$ cat config.mk
export PLATFORM = sky130hd
export DESIGN_NAME = wb_stage_pipe
export DESIGN_NICKNAME = d
export VERILOG_FILES = /design/src/rtl/mips_pkg.sv /design/src/rtl/w_instr_dec.sv /design/src/rtl/wb_stage_pipe.sv
export SDC_FILE = /design/constraint.sdc
export NUM_CORES = 1
export LEC_CHECK = 0
export CAP_MARGIN = 20
export CORE_MARGIN = 1
export CORE_UTILIZATION = 40
export DETAILED_ROUTE_END_ITERATION = 8
export PLACE_DENSITY = 0.81
export SYNTH_ARGS = -nofsm -noshare
export SYNTH_HDL_FRONTEND = slang
export SYNTH_SLANG_ARGS = --single-unit
$ cat constraint.sdc
create_clock -name clk -period 4.8 [get_ports clk]
set_input_delay 0.48 -clock clk [delete_from_list [all_inputs] [get_ports clk]]
set_output_delay 0.48 -clock clk [all_outputs]
set_load 0.01 [all_outputs]
$ cat src/rtl/mips_pkg.sv
// Opcode/funct constants and write-data select encoding shared by the W stage.
// Build option: WB_RETIRE_CNT_EN (consumed by wb_stage_pipe).
package mips_pkg;

    localparam logic [5:0] OP_SPECIAL = 6'b000000;
    localparam logic [5:0] OP_ORI     = 6'b001101;
    localparam logic [5:0] OP_LW      = 6'b100011;
    localparam logic [5:0] OP_SW      = 6'b101011;
    localparam logic [5:0] OP_BEQ     = 6'b000100;
    localparam logic [5:0] OP_LUI     = 6'b001111;
    localparam logic [5:0] OP_JAL     = 6'b000011;
    localparam logic [5:0] OP_ADDEI   = 6'b110011;

    localparam logic [5:0] FN_ADD     = 6'b100000;
    localparam logic [5:0] FN_SUB     = 6'b100010;
    localparam logic [5:0] FN_JR      = 6'b001000;

    // Link register written by jal.
    localparam logic [4:0] REG_RA     = 5'd31;

    typedef enum logic [1:0] {
        WD_SEL_ALU = 2'd0,
        WD_SEL_DM  = 2'd1,
        WD_SEL_PC8 = 2'd2
    } wd_sel_e;

    function automatic logic is_rtype(input logic [5:0] op);
        return op == OP_SPECIAL;
    endfunction

endpackage

$ cat src/rtl/w_instr_dec.sv
// W-stage instruction decoder: instruction word -> GRF write intent, address, data source.
// Purely combinational; $0 suppression and valid gating live in the top level.
module w_instr_dec
    import mips_pkg::*;
#(
    parameter int RA_W = 5
) (
    input  logic [31:0]     instr,
    output logic            wr,
    output logic [RA_W-1:0] a3,
    output logic [1:0]      wd_sel
);

    logic [5:0] op;
    logic [5:0] funct;
    logic       is_add, is_sub, is_ori, is_lw, is_lui, is_jal, is_addei;
    logic       unused_bits;

    assign op    = instr[31:26];
    assign funct = instr[5:0];

    // rs and shamt never influence the write side of the pipeline.
    assign unused_bits = ^{instr[25:21], instr[10:6]};

    assign is_add   = is_rtype(op) && (funct == FN_ADD);
    assign is_sub   = is_rtype(op) && (funct == FN_SUB);
    assign is_ori   = (op == OP_ORI);
    assign is_lw    = (op == OP_LW);
    assign is_lui   = (op == OP_LUI);
    assign is_jal   = (op == OP_JAL);
    assign is_addei = (op == OP_ADDEI);

    always_comb begin
        wr     = 1'b0;
        a3     = '0;
        wd_sel = WD_SEL_ALU;

        wr = is_add | is_sub | is_ori | is_lw | is_lui | is_jal | is_addei;

        if (is_add || is_sub) begin
            a3 = RA_W'(instr[15:11]);
        end else if (is_ori || is_lw || is_lui || is_addei) begin
            a3 = RA_W'(instr[20:16]);
        end else if (is_jal) begin
            a3 = RA_W'(REG_RA);
        end

        if (is_lw) begin
            wd_sel = WD_SEL_DM;
        end else if (is_jal) begin
            wd_sel = WD_SEL_PC8;
        end
    end

endmodule

$ cat src/rtl/wb_stage_pipe.sv
// Writeback stage: M/W pipeline register, W decode, GRF write port and W-level forwarding source.
// Build option: WB_RETIRE_CNT_EN adds the W_retire_cnt port and retired-instruction counter.
module wb_stage_pipe
    import mips_pkg::*;
#(
    parameter int DATA_W = 32,
    parameter int PC_W   = 32,
    parameter int RA_W   = 5,
    parameter int CNT_W  = 32
) (
    input  logic              clk,
    input  logic              reset,
    input  logic              W_en,
    input  logic              W_flush,
    input  logic              M_valid,
    input  logic [31:0]       M_instr,
    input  logic [PC_W-1:0]   M_pc,
    input  logic [DATA_W-1:0] M_alu_res,
    input  logic [DATA_W-1:0] M_dm_rdata,
    output logic              W_valid,
    output logic [PC_W-1:0]   W_pc,
    output logic              W_grf_we,
    output logic [RA_W-1:0]   W_grf_a3,
    output logic [DATA_W-1:0] W_grf_wd,
    output logic [1:0]        W_Tnew
`ifdef WB_RETIRE_CNT_EN
    ,
    output logic [CNT_W-1:0]  W_retire_cnt
`endif
);

    // Advance protocol: the hazard unit drives W_en=1 when the M slot may move into W
    // and W_flush=1 to load a bubble; flush dominates, and with both low W holds.
    logic [31:0]       instr_q, instr_d;
    logic [PC_W-1:0]   pc_q,    pc_d;
    logic [DATA_W-1:0] alu_q,   alu_d;
    logic [DATA_W-1:0] dm_q,    dm_d;
    logic              valid_q, valid_d;
    logic              w_update;

    assign w_update = W_en | W_flush;

    always_comb begin
        instr_d = instr_q;
        pc_d    = pc_q;
        alu_d   = alu_q;
        dm_d    = dm_q;
        valid_d = valid_q;
        if (W_flush) begin
            instr_d = '0;
            pc_d    = '0;
            alu_d   = '0;
            dm_d    = '0;
            valid_d = 1'b0;
        end else if (W_en) begin
            instr_d = M_instr;
            pc_d    = M_pc;
            alu_d   = M_alu_res;
            dm_d    = M_dm_rdata;
            valid_d = M_valid;
        end
    end

    always_ff @(posedge clk) begin
        if (reset) begin
            instr_q <= '0;
            pc_q    <= '0;
            alu_q   <= '0;
            dm_q    <= '0;
            valid_q <= 1'b0;
        end else begin
            instr_q <= instr_d;
            pc_q    <= pc_d;
            alu_q   <= alu_d;
            dm_q    <= dm_d;
            valid_q <= valid_d;
        end
    end

    logic            dec_wr;
    logic [RA_W-1:0] dec_a3;
    logic [1:0]      dec_wd_sel;

    w_instr_dec #(
        .RA_W   (RA_W)
    ) u_dec (
        .instr  (instr_q),
        .wr     (dec_wr),
        .a3     (dec_a3),
        .wd_sel (dec_wd_sel)
    );

    // Link value is computed in PC width, then resized to the data width.
    logic [PC_W-1:0] pc_plus8;
    assign pc_plus8 = pc_q + PC_W'(8);

    always_comb begin
        W_grf_wd = alu_q;
        case (dec_wd_sel)
            WD_SEL_DM:  W_grf_wd = dm_q;
            WD_SEL_PC8: W_grf_wd = DATA_W'(pc_plus8);
            default:    W_grf_wd = alu_q;
        endcase
    end

    // Writes to $0 are dropped here so the hazard unit never forwards from $0.
    assign W_valid  = valid_q;
    assign W_pc     = pc_q;
    assign W_grf_a3 = dec_a3;
    assign W_grf_we = valid_q & dec_wr & (dec_a3 != '0);
    assign W_Tnew   = 2'b00;

`ifdef WB_RETIRE_CNT_EN
    logic [CNT_W-1:0] retire_cnt_q, retire_cnt_d;

    always_comb begin
        retire_cnt_d = retire_cnt_q;
        if (valid_q && w_update) begin
            retire_cnt_d = retire_cnt_q + CNT_W'(1);
        end
    end

    always_ff @(posedge clk) begin
        if (reset) begin
            retire_cnt_q <= '0;
        end else begin
            retire_cnt_q <= retire_cnt_d;
        end
    end

    assign W_retire_cnt = retire_cnt_q;
`else
    logic unused_update;
    assign unused_update = w_update;
`endif

endmodule

==> reports/results.txt <==
Status -> finished, final reports clean
Final Skew -> 0 ns
Worst ir drop on vdd -> 217 uV
Initial drt markers -> 309
Crit-path cells -> nor4_2, nand3_1, o22ai_1, clkdlybuf4s50_1
CTS tree -> yes
Post CTS Setup Buffer Count -> 0
Period minus WS final -> 3.45 ns
Antenna cell count -> 0
Clock Path Buffers -> 2
Latest clock arrival within the worst-skew pair -> 0.40 ns
Initial Util -> 0.414
Num rows -> 42
FF+latch count, synth -> 118
Crit path DAT -> 2.97 ns
Final nets -> 931
Ys async rst share -> 0
Grt total ovfl -> 0
GRT Total Usage -> 0.216
Die Wd -> 120 um
Drt via density -> 5.08
Placed Cells -> 954
Vias in the first global route -> 4646
Worst-Margin Slew -> 0.979 ns
DRT Wirelength -> 15300 um
Drt first pass iters -> 4
Post-synth cell types -> 45
Synth Cell Area -> 5530 sq um
Initial antenna violation count -> 0
Max-cap violations -> 0
Final hold violation count -> 0
Syn. warnings -> 0
Max Clk Rate -> 289 MHz
DRT antenna net count -> 0
Max stage delay on crit path -> 0.71 ns
RePlAce Congestion -> 0.830
Setup WS pre-CTS -> 1.76 ns
Crit share post-route -> 0.720
Flop2flop setup slack -> 3.67 ns
WL per Instance -> 15.5 um
Die area -> 14300 sq um
Setup TNS -> 0 ns
Most frequent cell after synthesis -> nor2_1
PwrDens -> 315 nW/um^2
H-tree levels -> 4
Crit Path Max Fanout -> 18
Critical-path top delay cell -> nand3_1
Crit path launch type -> flop
Setup violators final -> 0
Setup repair after global routing missed its margin -> false
DRC errors left -> 0
RR Startpoint -> instr_q[31]
Hold_sp -> dm_q[19]
I/O pin total -> 206
Cts repair resizes -> 0
EDFF count, synth -> 0
Largest cells by area after synthesis -> dfxtp_1, mux2i_1, nor2_1
Root Buffer -> clkbuf_16
FF+latch area -> 2360 sq um
Setup crit end kind -> primary output
Slew HR -> 0.347
Worst-path clk slew -> 0.05 ns
WP data required -> 4.32 ns
Finished Layout Cells -> 984
Layout cells sized above 1 -> 0.0520
Synth Flop Type -> dfxtp_1
Post-DP HPWL -> 10400 um
IO Port Bufs -> 192
Max-slew violation count -> 0
Clk sinks -> 118
Cells after synthesis -> 623
Total power -> 2550 uW
Cts hold-fix bufs -> 0
Avg Cell Area, Syn -> 8.88 sq um
TritonCTS buffer count -> 17
Synth cell count leaders -> nor2_1, mux2i_1, dfxtp_1
Worst setup margin -> 1.35 ns
Area grow syn2layout -> 46.3%
Leak -> 0.00319 uW
Vias -> 5002
Share of the synthesized area in the top cell type -> 0.427
Hold Path Class -> reg2reg
Yosys top cell by area -> dfxtp_1
Largest net degree at the start of global routing -> 88
Crit Path Category -> reg2out
Die Y -> 120 um
FILL cells -> 1185
Seq/Total Area, Yosys -> 0.427
First-pass GRT wire length -> 23900 um
Critical path origin -> instr_q[28]
Area occupied by multi-input gates -> 2970 sq um
Core outline area -> 13300 sq um
where the power goes:
group          leakage [uW]  total, uW  switching [uW]  internal [uW]
registers          0.000962       1040            28.6           1010
logic               0.00196        299             115            184
clock network      0.000274       1210             410            797
total               0.00319       2550             554           2000
flip-flops by register name (all words and copies together), names as in the netlist:
name / cells
alu_q: 32
W_valid: 1
dm_q: 32
instr_q: 21
W_pc: 32
critical path: cells and delay by family (launching register included):
kind                   cells  cell delay (ns)
buffers and inverters      1             0.60
AND/OR/NAND/NOR            2             1.14
flip-flops                 1             0.37
AO/OA/AOI/OAI              1             0.46
cell usage in the layout (no fill, tap or decap), types with 2 or more instances in the layout:
cell,instances
clkdlybuf4s50_1,191
nor2_1,143
mux2i_1,127
dfxtp_1,117
nand2_1,36
a21oi_1,24
xnor2_1,19
o21ai_0,18
clkbuf_16,17
nor3_1,12
nand3_1,11
o22ai_1,10
nand4_1,7
clkbuf_1,6
nor4_1,5
buf_4,5
and4_1,4
xor2_1,4
and3_1,4
inv_1,4
o21a_1,3
nand2b_1,3
o31ai_1,3
clkbuf_8,3
o21ai_1,2
and3_2,2
conb_1,2
bufinv_16,2
clkinv_2,2
per-stage QoR:
step	utilization	hold slack [ns]	instance area [sq um]
2_1_floorplan	-	0.451	5530
3_3_place_gp	0.564	0.464	7530
3_5_place_dp	0.564	0.480	7530
4_1_cts	0.606	0.494	8090
5_1_grt	0.606	0.500	8090
6_report	0.606	0.489	8090
worst paths after layout:
path                  end  cells past startpoint
min reg2reg      dm_q[19]                      2
max reg2reg   instr_q[31]                      3
min              dm_q[19]                      2
max          W_grf_wd[17]                      4
final cells by class:
class	count	share of cell area
timing repair buffer	197	0.242
tap	176	0.0272
multi-input combinational	459	0.368
sequential	118	0.292
inverter	4	0.00186
clock buffer	26	0.0605
clock inverter	4	0.00866
metal layers:
layer / up-vias / share of wire / global-route usage
met2: 177 / 0.46 / 0.338
met5: - / 0 / 0
li1: 2502 / - / -
met1: 2303 / 0.46 / 0.280
met3: 20 / 0.062 / 0.0532
met4: 0 / 0.022 / 0.0969
cells by family (layout without fill, tap and decap cells):
family,Yosys count,count (layout),synth area share
DFF,118,118,0.427
muxes,127,127,0.230
other,1,2,0.000678
adders and majority gates,1,1,0.00226
buffers and inverters,47,231,0.0380
and+or+nand+nor,240,240,0.197
AOI/OAI and AO/OA,66,66,0.0688
xor gates and xnor gates,23,23,0.0364
No activity file was read; power rests on OpenSTA's default activity.
